### src/rtl/fetch_pkg.sv
// Shared fetch-stage types and constants, also used by decode.
package fetch_pkg;

   localparam int unsigned XLEN        = 32;
   localparam int unsigned INSTR_BYTES = 4;
   localparam logic [XLEN-1:0] RESET_PC = 32'h0000_0000;

   typedef struct packed {
      logic [XLEN-1:0] pc;
      logic [XLEN-1:0] instr;
   } fetch_entry_t;

endpackage

### src/rtl/fetch_buffer.sv
// Two-entry synchronous FIFO of fetch entries; flush wins over push.
module fetch_buffer
   import fetch_pkg::*;
(
   input  logic         clk,
   input  logic         reset,
   input  logic         push_i,
   input  fetch_entry_t entry_i,
   input  logic         pop_i,
   input  logic         flush_i,
   output logic [1:0]   count_o,
   output fetch_entry_t head_o
);

   localparam int unsigned DEPTH = 2;

   fetch_entry_t mem_q [DEPTH];
   fetch_entry_t mem_d [DEPTH];
   logic         rd_q, rd_d;
   logic         wr_q, wr_d;
   logic [1:0]   count_q, count_d;
   logic         pop_ok;

   always_comb begin
      mem_d   = mem_q;
      rd_d    = rd_q;
      wr_d    = wr_q;
      count_d = count_q;
      pop_ok  = pop_i && (count_q != 2'd0);
      if (flush_i) begin
         rd_d    = 1'b0;
         wr_d    = 1'b0;
         count_d = 2'd0;
      end else begin
         if (push_i) begin
            mem_d[wr_q] = entry_i;
            wr_d        = ~wr_q;
         end
         if (pop_ok) begin
            rd_d = ~rd_q;
         end
         count_d = count_q + 2'(push_i) - 2'(pop_ok);
      end
   end

   always_ff @(posedge clk) begin
      if (reset) begin
         for (int i = 0; i < DEPTH; i++) begin
            mem_q[i] <= '0;
         end
         rd_q    <= 1'b0;
         wr_q    <= 1'b0;
         count_q <= 2'd0;
      end else begin
         mem_q   <= mem_d;
         rd_q    <= rd_d;
         wr_q    <= wr_d;
         count_q <= count_d;
      end
   end

   assign count_o = count_q;
   assign head_o  = mem_q[rd_q];

endmodule

### src/rtl/instruction_fetch.sv
// Fetch front end: PC, one-deep in-flight tracking into a registered-read
// instruction memory, and a 2-entry buffer handing instructions to decode.
module instruction_fetch
   import fetch_pkg::*;
#(
   parameter int unsigned         DWIDTH   = XLEN,
   parameter logic [DWIDTH-1:0]   RESET_PC = fetch_pkg::RESET_PC
) (
   input  logic              clk,
   input  logic              reset,
   input  logic              fetchEnable,
   output logic              memEnable,
   output logic [DWIDTH-1:0] memAddress,
   input  logic [DWIDTH-1:0] memInstruction,
   input  logic              redirectValid,
   input  logic [DWIDTH-1:0] redirectTarget,
   output logic              instrValid,
   output logic [DWIDTH-1:0] instrOut,
   output logic [DWIDTH-1:0] pcOut,
   input  logic              decodeReady
);

   logic [DWIDTH-1:0] pc_q, pc_d;
   logic [DWIDTH-1:0] inflight_pc_q, inflight_pc_d;
   logic              inflight_q, inflight_d;

   logic [1:0]        count;
   fetch_entry_t      head;
   fetch_entry_t      push_entry;
   logic              head_valid;
   logic              pop;
   logic              push;
   logic              issue;
   logic [2:0]        occupancy;

   // Issue looks ahead through this cycle's pop so a full buffer refills without a bubble.
   always_comb begin
      head_valid = (count != 2'd0) && !redirectValid;
      pop        = head_valid && decodeReady;
      occupancy  = 3'(count) - 3'(pop) + 3'(inflight_q);
      issue      = fetchEnable && (occupancy < 3'd2);
      memEnable  = issue || redirectValid;
      memAddress = redirectValid ? {redirectTarget[DWIDTH-1:2], 2'b00} : pc_q;

      pc_d          = pc_q;
      inflight_d    = 1'b0;
      inflight_pc_d = inflight_pc_q;
      if (memEnable) begin
         pc_d          = memAddress + DWIDTH'(INSTR_BYTES);
         inflight_d    = 1'b1;
         inflight_pc_d = memAddress;
      end

      // A redirect kills the response landing this cycle.
      push             = inflight_q && !redirectValid;
      push_entry.pc    = inflight_pc_q;
      push_entry.instr = memInstruction;
   end

   always_ff @(posedge clk) begin
      if (reset) begin
         pc_q          <= RESET_PC;
         inflight_q    <= 1'b0;
         inflight_pc_q <= '0;
      end else begin
         pc_q          <= pc_d;
         inflight_q    <= inflight_d;
         inflight_pc_q <= inflight_pc_d;
      end
   end

   fetch_buffer u_buf (
      .clk     (clk),
      .reset   (reset),
      .push_i  (push),
      .entry_i (push_entry),
      .pop_i   (pop),
      .flush_i (redirectValid),
      .count_o (count),
      .head_o  (head)
   );

   assign instrValid = head_valid;
   assign instrOut   = head_valid ? head.instr : '0;
   assign pcOut      = head_valid ? head.pc    : '0;

endmodule
### config.mk
export PLATFORM = sky130hd
export DESIGN_NAME = instruction_fetch
export DESIGN_NICKNAME = d
export VERILOG_FILES = /design/src/rtl/fetch_pkg.sv /design/src/rtl/fetch_buffer.sv /design/src/rtl/instruction_fetch.sv
export SDC_FILE = /design/constraint.sdc
export NUM_CORES = 1
export LEC_CHECK = 0
export CELL_PAD_IN_SITES_DETAIL_PLACEMENT = 1
export CELL_PAD_IN_SITES_GLOBAL_PLACEMENT = 1
export CORE_MARGIN = 1.5
export CORE_UTILIZATION = 30
export CTS_CLUSTER_SIZE = 40
export DETAILED_ROUTE_END_ITERATION = 10
export DONT_BUFFER_PORTS = 1
export GPL_TIMING_DRIVEN = 0
export PLACE_DENSITY = 0.58
export SLEW_MARGIN = 10
export SYNTH_ARGS = -nofsm -noshare
export SYNTH_HDL_FRONTEND = slang
export SYNTH_HIERARCHICAL = 1
export SYNTH_SLANG_ARGS = --single-unit
### constraint.sdc
create_clock -name clk -period 4.5 [get_ports clk]
set_clock_uncertainty 0.05 [all_clocks]
set_input_delay 0.9 -clock clk [delete_from_list [all_inputs] [get_ports clk]]
set_output_delay 0.9 -clock clk [all_outputs]
set_load 0.01 [all_outputs]
==> After elaboration in Yosys (flattened, before gate mapping) <==
Cells that the tools add are included.
{ "op_classes": {"add_sub_neg": 5, "bitwise": 5, "order_cmp": 4, "n_reduce_logical": 11, "n_mux": 10} }
{ "ops": {"columns": ["operator", "n"], "rows": [
  ["64-bit 2-to-1 mux", 4],
  ["128-bit bitwise mux", 1],
  ["32-bit 2-to-1 mux", 3],
  ["64-bit demux with 1-bit select", 1],
  ["32-bit by 3-bit adder with 32-bit output (second input constant)", 1],
  ["1-bit logical AND", 6],
  ["2-bit >= comparator (second input constant)", 2],
  ["1-bit NOT with 2-bit output", 2],
  ["3-bit by 1-bit adder with 3-bit output", 1],
  ["3-bit by 2-bit less-than comparator with 1-bit output (second input constant)", 1],
  ["1-bit NOT", 3],
  ["2-bit by 1-bit subtractor with 3-bit output", 1],
  ["2-bit by 1-bit adder with 2-bit output", 1],
  ["2-bit by 1-bit less-than comparator with 1-bit output (second input constant)", 1],
  ["2-bit AND reduction", 1],
  ["2-bit nonzero test", 1],
  ["2-bit OR reduction", 1],
  ["2-bit by 1-bit subtractor with 2-bit output", 1],
  ["1-bit logical NOT", 1],
  ["1-bit logical OR", 1],
  ["1-bit 2-to-1 mux", 1]
]} }
{ "word_totals": {"reg_bits": 197, "out_inout_bits": 98} }

==> Logic depth before layout (Yosys ltp) <==
{ "logic_depth": {"depth_word": 9, "ltp_mapped": 16} }

==> Modules after synthesis <==
The synthesis kept the hierarchy.
{ "by_module_without_submodules": {"columns": ["module", "area_per_inst_um2", "n_inst", "cells_each"], "rows": [
  ["fetch_buffer", 6238.5, 1, 579],
  ["instruction_fetch", 3961.3, 1, 505]
]} }

==> Least setup slack after synthesis <==
Ideal clock, no wire load.
{ "synth_path": {"path_kind": "input to output", "start": "input redirectValid", "end": "output memEnable", "arrival_time_ns": 3.752, "cell_stages": 13, "path_buffers": 5, "slack_ns": -0.202, "cell_sequence": "buf_6 -> buf_2 -> buf_1 -> nor2_1 -> clkbuf_1 -> and2_1 -> ha_1 -> nand2b_1 -> fa_1 -> xnor2_1 -> a31oi_1 -> inv_2 -> clkbuf_1"} }
{ "synth_between": {"elab_chain_cells": 8} }
{ "synth_lines": {"columns": ["item", "line_no", "text"], "rows": [
  ["start, declared", "instruction_fetch.sv:15", "input logic redirectValid,"],
  ["1-bit logical NOT", "instruction_fetch.sv:38", "head_valid = (count != 2'd0) && !redirectValid;"],
  ["1-bit logical AND", "instruction_fetch.sv:38", null],
  ["named net instrValid", "instruction_fetch.sv:17", "output logic instrValid,"],
  ["1-bit logical AND", "instruction_fetch.sv:39", "pop = head_valid && decodeReady;"],
  ["named net pop", "instruction_fetch.sv:31", "logic pop;"],
  ["2-bit by 1-bit subtractor with 3-bit output", "instruction_fetch.sv:40", "occupancy = 3'(count) - 3'(pop) + 3'(inflight_q);"],
  ["3-bit by 1-bit adder with 3-bit output", "instruction_fetch.sv:40", null],
  ["3-bit by 2-bit less-than comparator with 1-bit output", "instruction_fetch.sv:41", "issue = fetchEnable && (occupancy < 3'd2);"],
  ["1-bit logical AND", "instruction_fetch.sv:41", null],
  ["1-bit logical OR", "instruction_fetch.sv:42", "memEnable = issue || redirectValid;"],
  ["end, declared", "instruction_fetch.sv:12", "output logic memEnable,"]
]} }
The timed path passes the listed nets, and every way through them passes these cells.

==> Worst setup path after layout <==
Ends and elaborated chain as after synthesis.

==> out/qor.yml <==
ys_seq_area_frac: 0.383
start_util: 0.304
wirelength_um: 31800
antenna_found_initial: 0
slowest_delay_ps: 420
finalWorstPathRequiredPeriod_ps: 4380
min_to: "u_buf/mem_q[83]$_SDFFE_PP0P_"
cpMaxStageDelayCell: "fa_1"
antenna_cells: 0
hold_viol_final: 0
synth_nets: 1158
setup_ws_ps: 115
syn_area_mm2: 0.0102
hold-worst-slack_ps: 423
dr.pass1.iters: 5
final_cell_mix: "197 x nand2b_1, 195 x dfxtp_1, 148 x mux2i_1"
fillerInstances: 3910
synth_compound_area_frac: 0.0584
hold_path_depth: 2
drc: 0
hold_buffers: 0
relSlewSlack: 0.208
drive_above_1_share: 0.129
post_drt_wl_per_cell_um: 20.4
syn_avg_cell_area_um2: 9.41
gp_congestion: 0.832
grt_max_degree: 20
min_path_type: "flop to flop"
cp_common_cell: "buf_4"
r2r_end: "inflight_pc_q[22]$_SDFFE_PP0P_"
worstHoldStart: "u_buf/mem_q[83]$_SDFFE_PP0P_"
dpl.hpwl_um: 23500
status: "completed"
htree_num_levels: 4
area_growth_pct: 11.7
core-area_mm2: 0.0335
async_flop_share: 0
die_w_um: 187
max_freq_ghz: 0.228
grt_overflow: 0
cts_buffers: 17
grt_pass1_vias: 8081
synth_top_family_by_area: "simple AND/OR/NAND/NOR gates"
grt_pass1_wl_um: 49300
rows: 67
clock_latency_ps: 440
crit_path_end_kind: "output pin"
yosysTopAreaCellShare: 0.383
die-area_mm2: 0.0351
muxShareOfSynthArea: 0.225
worst_pin_slew_ps: 1190
die_h_um: 187
synthFlopType: "dfxtp_1"
cap_violations: 0
crit_fanout: 19
slew_viol_final: 0
cts_root_buf: "clkbuf_16"
worst_setup_path_start_kind: "input port"
avgViaCountPerCell: 4.93
dp_worst_setup_slack_ps: -1120
path_cells: "buf_6, buf_4, nor2_4, buf_4, and2_1, ha_1, nand2b_1, fa_1, xnor2_2, a31oi_4, inv_2, clkbuf_8"
cellPowerDensity_mw_per_mm2: 332
r2r_slack_ps: 470
fin_nets: 1177
synth_warnings: 6
drtIter0Drc: 360
synth-simple-area-share: 0.264
track_usage: 0.182
fin_crit_sh: 0.974
tritoncts: "yes"
yosys.area.top_type: "dfxtp_1"
cp.arrival_ps: 3430
power.leakage_nw: 4.60
synth-xor-area-share: 0.0134
synth_cells: 1084
synth_fa_ha_area_frac: 0.00687
ys_top_cells_by_area: "dfxtp_1 38%, mux2i_1 15%, nand2b_1 12%"
ys_ff_latch: 195
ant_nets: 0
port_buffers: 0
reg2reg_from: "u_buf/count_o[1]$_SDFF_PP0_"
setup_viol_count_final: 0
critical_path_class: "input port to output pin"
vias: 7715
layout_commonest_cell: "nand2b_1"
numClockSinks: 195
reg2reg_depth: 14
vdd_ir_drop_max_mv: 0.261
cts.clk_slew.worst_paths_ps: 70
clk_path_buf_depth: 2
synth-edff-count: 0
crit_required_ps: 3550
num_io_pins: 167
synth_cell_types: 58
==> what timing repair did <==
action / in CTS / in global routing
buffers inserted: 1 / 0
resized for setup: 9 / 2
endpoints found under the hold margin: 0 / 0
setup endpoints to repair: 61 / 1
pin swaps: 1 / 0
==> flip-flops by register name (all words and copies together) (netlist names) <==
name / flops
inflight_pc_q: 30
inflight_q: 1
pc_q: 32
u_buf/count_o: 2
u_buf/mem_q: 128
u_buf/rd_q: 1
u_buf/wr_q: 1
==> cell usage after synthesis, types with 7 or more instances <==
cell type / number
dfxtp_1: 195
clkbuf_1: 52
mux2_2: 72
nand2b_1: 197
buf_2: 20
nand2_1: 21
a211oi_1: 26
xnor2_1: 13
nor2b_1: 7
nand3b_1: 22
nand4_1: 8
and2_1: 68
nor3_1: 21
or3_1: 7
inv_1: 25
nor2_1: 51
nand3_1: 25
a21oi_1: 13
mux2i_1: 148
==> stage by stage <==
stage               cell area (µm²)  cells  total power [mW]  TNS, ps   util
floorplan                     10200   1084              2.13        0      -
global placement              10800   1532              2.25   -43440  0.321
detailed placement            10800   1532              2.26   -46150  0.321
CTS                           11400   1564              3.84        0  0.340
global route                  11400   1564              3.94    -17.1  0.340
finish                        11400   1564              3.78        0  0.340
==> final cells by class <==
cell class	count	area, µm²	area share
sequential	195	3900	0.343
tap	448	561	0.0492
timing repair buffer	1	7.51	0.000659
clock inverter	11	114	0.00999
buffer	83	414	0.0363
multi-input combinational	777	5820	0.511
inverter	28	105	0.00922
clock buffer	21	470	0.0413
==> metal layers <==
| layer | share of wire | vias to the layer above | GRT usage | wire length (µm) |
|---|---|---|---|---|
| met4 | 0.0065 | 0 | 0.0320 | 208 |
| met3 | 0.050 | 16 | 0.0362 | 1590 |
| met5 | 0 | - | 0 | 0 |
| met2 | 0.47 | 188 | 0.304 | 15000 |
| met1 | 0.47 | 3763 | 0.244 | 15000 |
| li1 | - | 3748 | - | - |
==> worst max-delay path by stage <==
stage / startpoint / end / slack [ps] / cells past startpoint
3_5_place_dp: redirectValid / memEnable / -1120 / 13
6_report: redirectValid / memEnable / 120 / 12
3_3_place_gp: redirectValid / memEnable / -1090 / 13
4_1_cts: redirectValid / memEnable / 30 / 12
2_1_floorplan: redirectValid / memEnable / 20 / 13
5_1_grt: redirectValid / memEnable / -20 / 12
==> power breakdown <==
group,total (mW),leakage (nW),internal [mW],switching (mW)
Clock,1.57,0.283,0.823,0.745
Sequential,1.82,1.59,1.78,0.0405
Combinational,0.390,2.73,0.148,0.242
==> worst max-delay path: cells and delay by family <==
| family | cells | cell delay (ps) |
|---|---|---|
| compound gates | 1 | 120 |
| xor+xnor | 1 | 200 |
| fa+ha+maj | 2 | 690 |
| simple gates | 3 | 450 |
| buf+inv | 5 | 1040 |
==> cell families (layout without fill, tap and decap cells) <==
logic type,count (synthesis),after routing
flip-flops,195,195
AND/OR/NAND/NOR,456,456
XOR/XNOR,14,14
adder cells (fa/ha/maj),5,5
buffers and inverters,112,144
multiplexers,220,220
AO/OA/AOI/OAI,82,82
No activity file was read; power rests on OpenSTA's default activity.
